$ cat src/rtl/uart_baud_pkg.sv
// uart_baud_pkg: shared types and constants for the UART baud-tick controller.
// Optional feature macro: UART_BAUD_FRAC_EN (fractional divisor).
package uart_baud_pkg;

    localparam int DIV_W   = 16;
    localparam int OS_RATE = 16;
    localparam int PH_W    = 4;

    localparam logic [DIV_W-1:0] DIV_RESET = 16'd977;

    typedef enum logic [1:0] {
        IDLE,
        RUN,
        PEND
    } state_e;

    // A zero divisor would never reach terminal count; treat it as 1.
    function automatic logic [31:0] min_div(input logic [31:0] d);
        return (d == 32'd0) ? 32'd1 : d;
    endfunction

endpackage

$ cat src/rtl/uart_baud_phase_ctr.sv
// uart_baud_phase_ctr: 4-bit oversample phase counter with clear.
// wrap flags the increment that rolls 15 -> 0 (the bit boundary).
module uart_baud_phase_ctr
    import uart_baud_pkg::*;
(
    input  logic            clk,
    input  logic            rst,
    input  logic            clr,
    input  logic            inc,
    output logic [PH_W-1:0] phase,
    output logic            wrap
);

    logic [PH_W-1:0] phase_q;
    logic [PH_W-1:0] phase_d;

    always_comb begin
        phase_d = phase_q;
        if (clr) begin
            phase_d = '0;
        end else if (inc) begin
            phase_d = phase_q + PH_W'(1);
        end
    end

    always_ff @(posedge clk or posedge rst) begin
        if (rst) begin
            phase_q <= '0;
        end else begin
            phase_q <= phase_d;
        end
    end

    assign phase = phase_q;
    assign wrap  = inc && !clr && (phase_q == {PH_W{1'b1}});

endmodule

$ cat src/rtl/uart_baud_ctrl.sv
// uart_baud_ctrl: programmable 16x oversample / 1x bit tick generator.
// Optional feature macro: UART_BAUD_FRAC_EN adds a 4-bit fractional divisor.
module uart_baud_ctrl
    import uart_baud_pkg::*;
#(
    parameter int               DIV_W     = uart_baud_pkg::DIV_W,
    parameter logic [DIV_W-1:0] DIV_RESET = DIV_W'(977),
    parameter int               OS_RATE   = uart_baud_pkg::OS_RATE
) (
    input  logic             clk,
    input  logic             rst,
    input  logic             en,
    input  logic             rx_resync,
    input  logic             cfg_valid,
    input  logic [DIV_W-1:0] cfg_div,
`ifdef UART_BAUD_FRAC_EN
    input  logic [3:0]       cfg_frac,
`endif
    output logic             cfg_ready,
    output logic             os_tick,
    output logic             tx_tick,
    output logic [3:0]       os_phase,
    output logic             cfg_pending
);

    state_e           state_q, state_d;
    logic [DIV_W-1:0] div_q, div_d;
    logic [DIV_W-1:0] div_pend_q, div_pend_d;
    logic [DIV_W-1:0] acc_q, acc_d;
    logic             os_q, os_d;
    logic             tx_q, tx_d;

    logic [DIV_W-1:0] cfg_div_s;
    logic             xfer;
    logic             term;
    logic             ph_clr;
    logic             ph_inc;
    logic             ph_wrap;
    logic [3:0]       phase;

`ifdef UART_BAUD_FRAC_EN
    logic [3:0] frac_q, frac_d;
    logic [3:0] frac_pend_q, frac_pend_d;
    logic       ext;

    // Early phases of each bit get one extra clock.
    assign ext  = (phase < frac_q);
    assign term = ext ? (acc_q == div_q)
                      : (acc_q == div_q - DIV_W'(1));
`else
    assign term = (acc_q == div_q - DIV_W'(1));
`endif

    assign cfg_div_s = DIV_W'(min_div(32'(cfg_div)));
    assign cfg_ready = (state_q != PEND);
    assign xfer      = cfg_valid && cfg_ready;
    assign ph_clr    = !en || rx_resync;
    assign ph_inc    = en && !rx_resync && term;

    uart_baud_phase_ctr u_phase (
        .clk   (clk),
        .rst   (rst),
        .clr   (ph_clr),
        .inc   (ph_inc),
        .phase (phase),
        .wrap  (ph_wrap)
    );

    always_comb begin
        state_d    = state_q;
        div_d      = div_q;
        div_pend_d = div_pend_q;
        acc_d      = acc_q;
        os_d       = 1'b0;
        tx_d       = 1'b0;
`ifdef UART_BAUD_FRAC_EN
        frac_d      = frac_q;
        frac_pend_d = frac_pend_q;
`endif

        if (!en || rx_resync) begin
            acc_d = '0;
        end else if (term) begin
            acc_d = '0;
            os_d  = 1'b1;
            tx_d  = ph_wrap;
        end else begin
            acc_d = acc_q + DIV_W'(1);
        end

        unique case (state_q)
            IDLE: begin
                if (xfer) begin
                    div_d = cfg_div_s;
`ifdef UART_BAUD_FRAC_EN
                    frac_d = cfg_frac;
`endif
                end
                if (en) state_d = RUN;
            end
            RUN: begin
                if (!en) begin
                    state_d = IDLE;
                    if (xfer) begin
                        div_d = cfg_div_s;
`ifdef UART_BAUD_FRAC_EN
                        frac_d = cfg_frac;
`endif
                    end
                end else if (xfer) begin
                    div_pend_d = cfg_div_s;
`ifdef UART_BAUD_FRAC_EN
                    frac_pend_d = cfg_frac;
`endif
                    state_d = PEND;
                end
            end
            PEND: begin
                // Apply on a bit boundary, a realignment, or when stopped.
                if (!en || rx_resync || ph_wrap) begin
                    div_d = div_pend_q;
`ifdef UART_BAUD_FRAC_EN
                    frac_d = frac_pend_q;
`endif
                    state_d = en ? RUN : IDLE;
                end
            end
            default: state_d = IDLE;
        endcase
    end

    always_ff @(posedge clk or posedge rst) begin
        if (rst) begin
            state_q    <= IDLE;
            div_q      <= DIV_RESET;
            div_pend_q <= '0;
            acc_q      <= '0;
            os_q       <= 1'b0;
            tx_q       <= 1'b0;
        end else begin
            state_q    <= state_d;
            div_q      <= div_d;
            div_pend_q <= div_pend_d;
            acc_q      <= acc_d;
            os_q       <= os_d;
            tx_q       <= tx_d;
        end
    end

`ifdef UART_BAUD_FRAC_EN
    always_ff @(posedge clk or posedge rst) begin
        if (rst) begin
            frac_q      <= '0;
            frac_pend_q <= '0;
        end else begin
            frac_q      <= frac_d;
            frac_pend_q <= frac_pend_d;
        end
    end
`endif

    assign os_tick     = os_q;
    assign tx_tick     = tx_q;
    assign os_phase    = phase;
    assign cfg_pending = (state_q == PEND);

endmodule

$ cat config.mk
export PLATFORM = sky130hd
export DESIGN_NAME = uart_baud_ctrl
export DESIGN_NICKNAME = d
export VERILOG_FILES = /design/src/rtl/uart_baud_pkg.sv /design/src/rtl/uart_baud_phase_ctr.sv /design/src/rtl/uart_baud_ctrl.sv
export SDC_FILE = /design/constraint.sdc
export NUM_CORES = 1
export LEC_CHECK = 0
export ABC_AREA = 1
export ABC_CLOCK_PERIOD_IN_PS = 3300
export BUFFER_PORTS_ARGS = -buffer_cell sky130_fd_sc_hd__buf_2
export CAP_MARGIN = 25
export CELL_PAD_IN_SITES_DETAIL_PLACEMENT = 1
export CELL_PAD_IN_SITES_GLOBAL_PLACEMENT = 2
export CORE_AREA = 8 8 109 111
export CTS_BUF_LIST = sky130_fd_sc_hd__clkbuf_2
export CTS_CLUSTER_SIZE = 25
export DETAILED_ROUTE_END_ITERATION = 16
export DIE_AREA = 0 0 117 119
export PLACE_DENSITY_LB_ADDON = 0.2
export SETUP_SLACK_MARGIN = 0.5
export SLEW_MARGIN = 20
export SYNTH_ARGS = -nofsm -noshare
export SYNTH_HDL_FRONTEND = slang
export SYNTH_SLANG_ARGS = --single-unit
$ cat constraint.sdc
create_clock -name clk -period 3.3 [get_ports clk]
set_input_delay 0.825 -clock clk [delete_from_list [all_inputs] [get_ports clk]]
set_output_delay 0.825 -clock clk [all_outputs]
set_load 0.005 [all_outputs]
# Yosys cells after proc, flatten, opt, wreduce, memory -nomap -nowiden
# Index checks and enable logic that the tools add are counted.
[word_totals]
output_inout_bits = 8
elab_cells = 55
inputBits = 21
ff_bits = 56
[classes]
eq_ne = 9
n_mux = 19
add_sub_neg = 3
n_reduce_logical = 17
[op_table]
columns = ["op", "count"]
rows = [
  ["$mux W16", 6],
  ["$pmux W16 S3", 1],
  ["$add A16 B1 Y16 const B", 1],
  ["$eq A16 B16 Y1", 1],
  ["$logic_not A16 Y1", 1],
  ["$sub A16 B1 Y16 const B", 1],
  ["$reduce_and A3 Y1", 3],
  ["$mux W2", 4],
  ["$mux W4", 2],
  ["$ne A2 B2 Y1 const B", 3],
  ["$pmux W2 S3", 1],
  ["$logic_and A1 B1 Y1", 5],
  ["$mux W1", 5],
  ["$add A4 B1 Y4 const B", 1],
  ["$eq A4 B4 Y1 const B", 1],
  ["$logic_not A1 Y1", 3],
  ["$ne A3 B3 Y1 const B", 1],
  ["$reduce_bool A3 Y1", 1],
  ["$eq A2 B1 Y1 const B", 1],
  ["$eq A2 B2 Y1 const B", 1],
  ["$logic_not A2 Y1", 1],
  ["$logic_or A1 B1 Y1", 2],
  ["$ne A2 B1 Y1 const B", 1],
  ["$reduce_bool A2 Y1", 1],
]

# Depth between registers and ports, before layout
[depth]
ltp_word = 8
depth_mapped = 18
mapped_depth_nobuf = 18

# By module
# Synthesis repeated with hierarchy kept, for this count alone.
[hier_totals]
hier_cells = 425
area_unflattened_um2 = 3233.1
[modules_own_cells]
columns = ["mod", "seq_area_each_um2", "area_each_um2", "cells_each", "instances"]
rows = [
  ["uart_baud_ctrl", 1308.8, 3014.1, 398, 1],
  ["uart_baud_phase_ctr", 100.1, 219.0, 27, 1],
]

# Least setup slack after synthesis
# OpenSTA, ideal clock, no wires.
[synth_timing]
path_kind = "reg-to-reg"
startpoint = "reg div_q[0]"
endpoint = "reg div_q[2]"
setup_ns = 0.117
stages_incl_launch_ff = 18
slack_ns = 1.047
required_ns = 3.183
n_path_buf = 1
arrival_time_ns = 2.136
synth_period_minus_slack_ns = 2.253
cell_sequence = "dfstp_2 inv_2 ha_1 nand2_1 inv_1 nor2_1 nand2_1 nor2_1 nand2_1 nor2_1 nand3_1 nor2_4 nand4_4 nand2_4 nand3_4 buf_6 nand2_1 nand2_1"
[synth_between]
elab_chain_len = 8
[synth_rtl]
columns = ["item", "line_no", "text"]
rows = [
  ["start, declared", "uart_baud_ctrl.sv:27", "logic [DIV_W-1:0] div_q, div_d;"],
  ["start signal, assigned", "uart_baud_ctrl.sv:142", "div_q <= div_d;"],
  ["$sub A16 B1 Y16", "uart_baud_ctrl.sv:51", "assign term = (acc_q == div_q - DIV_W'(1));"],
  ["$eq A16 B16 Y1", "uart_baud_ctrl.sv:51", ""],
  ["$logic_and A1 B1 Y1", "uart_baud_ctrl.sv:58", "assign ph_inc = en && !rx_resync && term;"],
  ["$logic_and A1 B1 Y1 (2 in series)", "uart_baud_phase_ctr.sv:35", "assign wrap = inc && !clr && (phase_q == {PH_W{1'b1}});"],
  ["$logic_or A1 B1 Y1", "uart_baud_ctrl.sv:120", "if (!en || rx_resync || ph_wrap) begin"],
  ["$ne A2 B1 Y1 (no line)", "--", ""],
  ["$reduce_and A3 Y1 (no line)", "--", ""],
]
# Every way passes these cells.
# A chain may end at the register's enable or synchronous reset.

# Worst setup path after layout
[layout_timing]
startpoint = "reg state_q[1]"
endpoint = "out cfg_ready"
[layout_between]
elab_chain_len = 1
[layout_rtl]
columns = ["item", "line_no", "text"]
rows = [
  ["start, declared", "uart_baud_ctrl.sv:26", "state_e state_q, state_d;"],
  ["start signal, assigned", "uart_baud_ctrl.sv:141", "state_q <= state_d;"],
  ["$ne A2 B2 Y1", "uart_baud_ctrl.sv:55", "assign cfg_ready = (state_q != PEND);"],
  ["end, declared", "uart_baud_ctrl.sv:19", "output logic cfg_ready,"],
]
# Every way passes these cells.

==> results.yml <==
clock_network:
  cts_tree: "yes"
  clkTransAtPathRegs_ns: 0.31
  cts.sinks: 56
  insertion_delay_ns: 0.48
  postCtsHoldBufs: 0
  cts_buffers: 5
  htreeDepth: 2
  clk_path_buf_depth: 2
  clockRootBuffer: "clkbuf_2"
worst_hold_path:
  hold_path_class: "primary input to asynchronous set/reset pin"
timing:
  finalHoldViolCount: 0
  setup_viol: 0
  whs_ns: 0.230
  finalCriticalPeriod_ns: 2.60
  tightest_slew_ns: 0.817
  rsz0062_at_grt: "false"
  setup_ws_ns: 0.703
  slew_violations: 0
  maxSlewHeadroom_pct: 45.5
  fin_crit_sh_pct: 78.7
  tns_ns: 0
  finalClockSkew_ns: 0.0214
  max_freq_ghz: 0.385
routing:
  vias: 3171
  drt-total-wl_mm: 9.57
  viasPerCell: 4.78
  drt_pass1_iterations: 4
  wl_per_cell_um: 14.4
  drt_iter0_markers: 81
  drc: 0
  ant_nets: 0
floorplan:
  coreArea_sq_um: 10100
  start_util_pct: 34.6
  dieArea_sq_um: 13900
  die_h_um: 119
  rows: 37
  fp.dieW_um: 117
  pin_count: 29
logic_synthesis:
  synth.avg_cell_area_sq_um: 7.09
  syn_inst: 492
  yosysTopAreaCell: "dfrtp_1"
  synthAdderAreaFrac_pct: 1.08
  yosys_register_bits: 56
  synth_top_family_by_area: "simple AND/OR/NAND/NOR gates"
  synth-simple-area-share_pct: 38.6
  synth_edf_count: 0
  synth_area_sq_um: 3490
  dominantRegCellSynth: "dfrtp_1"
  synth.distinct_cells: 33
  synth_area_leaders: "dfrtp_1, nand2_1, nor2_1"
  synthMuxAreaShare_pct: 0
  synth-seq-area-share_pct: 40.4
  synth_most_common_cell: "nand2_1"
  syn_nets: 516
  synth_top_area_share_pct: 35.9
  synth-xor-area-share_pct: 4.77
  yosysWarnings: 0
  synth-compound-area-share_pct: 6.92
  netlist_top_cells_count: "nand2_1, nor2_1, inv_1"
  ys_async_sr_fraction_pct: 100
setup_path:
  worstPathMaxFanout: 9
  crit_type: "flop to output pin"
  start_kind: "flop"
  critical_path_arrival_ns: 1.77
  cp.required_ns: 2.47
  worstSetupEndpointType: "output pin"
run_status:
  status: "complete, no violations"
grt:
  use_met1_pct: 19.4
  use_met2_pct: 23.4
  grt.overflow.total: 0
  grt_most_used_layer: "met2"
  antenna_found_initial: 0
  grt_pass1_vias: 3293
  grt_max_degree: 33
  met3_usage_pct: 2.53
  grt_pass1_wl_mm: 16.2
  grtUsageTotal_pct: 14.5
placement:
  dp.cells: 651
  dp_hpwl_mm: 7.55
  place_area_sq_um: 3790
  port_buffers: 28
  pre_cts_slack_ns: 0.613
  globalplace.congestion: 0.827
run:
  maxCapViolations: 0
pwr:
  p_sw_uw: 829
  finalPower_mw: 1.96
  clkPwrFrac_pct: 14.9
  power_leakage_nw: 1.96
  peakVddDrop_mv: 0.189
  powerDensity_nw_per_um2: 503
  p_comb_share_pct: 36.2
  seqPwrFrac_pct: 48.9
  netSwitchingFraction_pct: 42.2
  intPower_mw: 1.13
finish:
  synthToLayoutAreaGrowth_pct: 12.0
  drive_gt1_share_pct: 14.6
  fin_nets: 551
  design_area_sq_um: 3910
  antennaDiodeCount: 0
  final_cells: 664
  fin_util_pct: 38.7
layout by cell type, fill, tap and decap left out, types with 3 or more instances in the layout:
cell,instances
nand2_1,152
nor2_1,60
inv_1,55
dfrtp_1,50
o21ai_0,34
nand3_1,28
buf_2,28
nand4_1,22
xor2_1,13
buf_4,10
a21oi_1,9
nor2_2,6
xnor2_1,6
dfstp_2,6
nand2_2,5
nor4_1,5
nor3_1,5
clkbuf_2,5
nor2_4,4
and2_1,3
ha_1,3
metal layers:
metal  wire length, um  share of wire [%]
met1              4780                 50
met2              4540                 47
met3               159                1.7
met4                95               0.99
met5                 0                  0
layout make-up:
cell class	count	area, sq um
clock buffer	5	25.0
inverter	58	218
sequential	56	1410
fill	1360	6180
tap	136	170
clock inverter	3	17.5
timing repair buffer	39	235
multi-input combinational	367	1830
path summary, 6_finish.rpt:
check / start / endpoint / slack (ns) / cells past startpoint
setup / recovery: state_q[1] / cfg_ready / 0.70 / 4
setup reg to reg: div_q[0] / div_q[4] / 0.73 / 16
max in group asynchronous: rst / div_q[7] / 2.35 / 3
min in group clk: div_q[0] / div_q[0] / 0.52 / 2
hold / removal: rst / div_pend_q[14] / 0.23 / 2
hold reg to reg: div_q[0] / div_q[0] / 0.52 / 2
worst max-delay path, stage by stage, from the launching register on:
cell and delay, ns:
dfrtp_1 0.47, inv_1 0.08, nor2_2 0.32, inv_1 0.24, buf_2 0.18
cell families (layout without fill, tap and decap cells):
logic type,count (synthesis),in the layout
AOI/OAI and AO/OA,47,47
xor gates and xnor gates,19,19
adders and majority gates,3,3
buffers and inverters,71,105
DFF,56,56
and+or+nand+nor,296,298
power by group through the flow:
stage	combinational, mW	clock, mW	sequential [mW]
after floorplan	0.566	0	0.926
after CTS	0.717	0.308	0.962
after global routing	0.826	0.333	0.981
after global placement	0.696	0	0.967
final	0.711	0.293	0.960
after detailed placement	0.713	0	0.975
state kept, by name (all words and copies together) (netlist names):
signal         cells
div_pend_q        16
tx_tick            1
state_q            2
os_tick            1
u_phase.phase      4
div_q             16
acc_q             16
timing repair:
action                                  in CTS  in global routing
buffers inserted                             0                  3
pin swaps                                    0                  2
resized for setup                            1                  2
gates cloned                                 0                  2
endpoints found under the setup margin       1                 16
No activity file was read; power rests on OpenSTA's default activity.
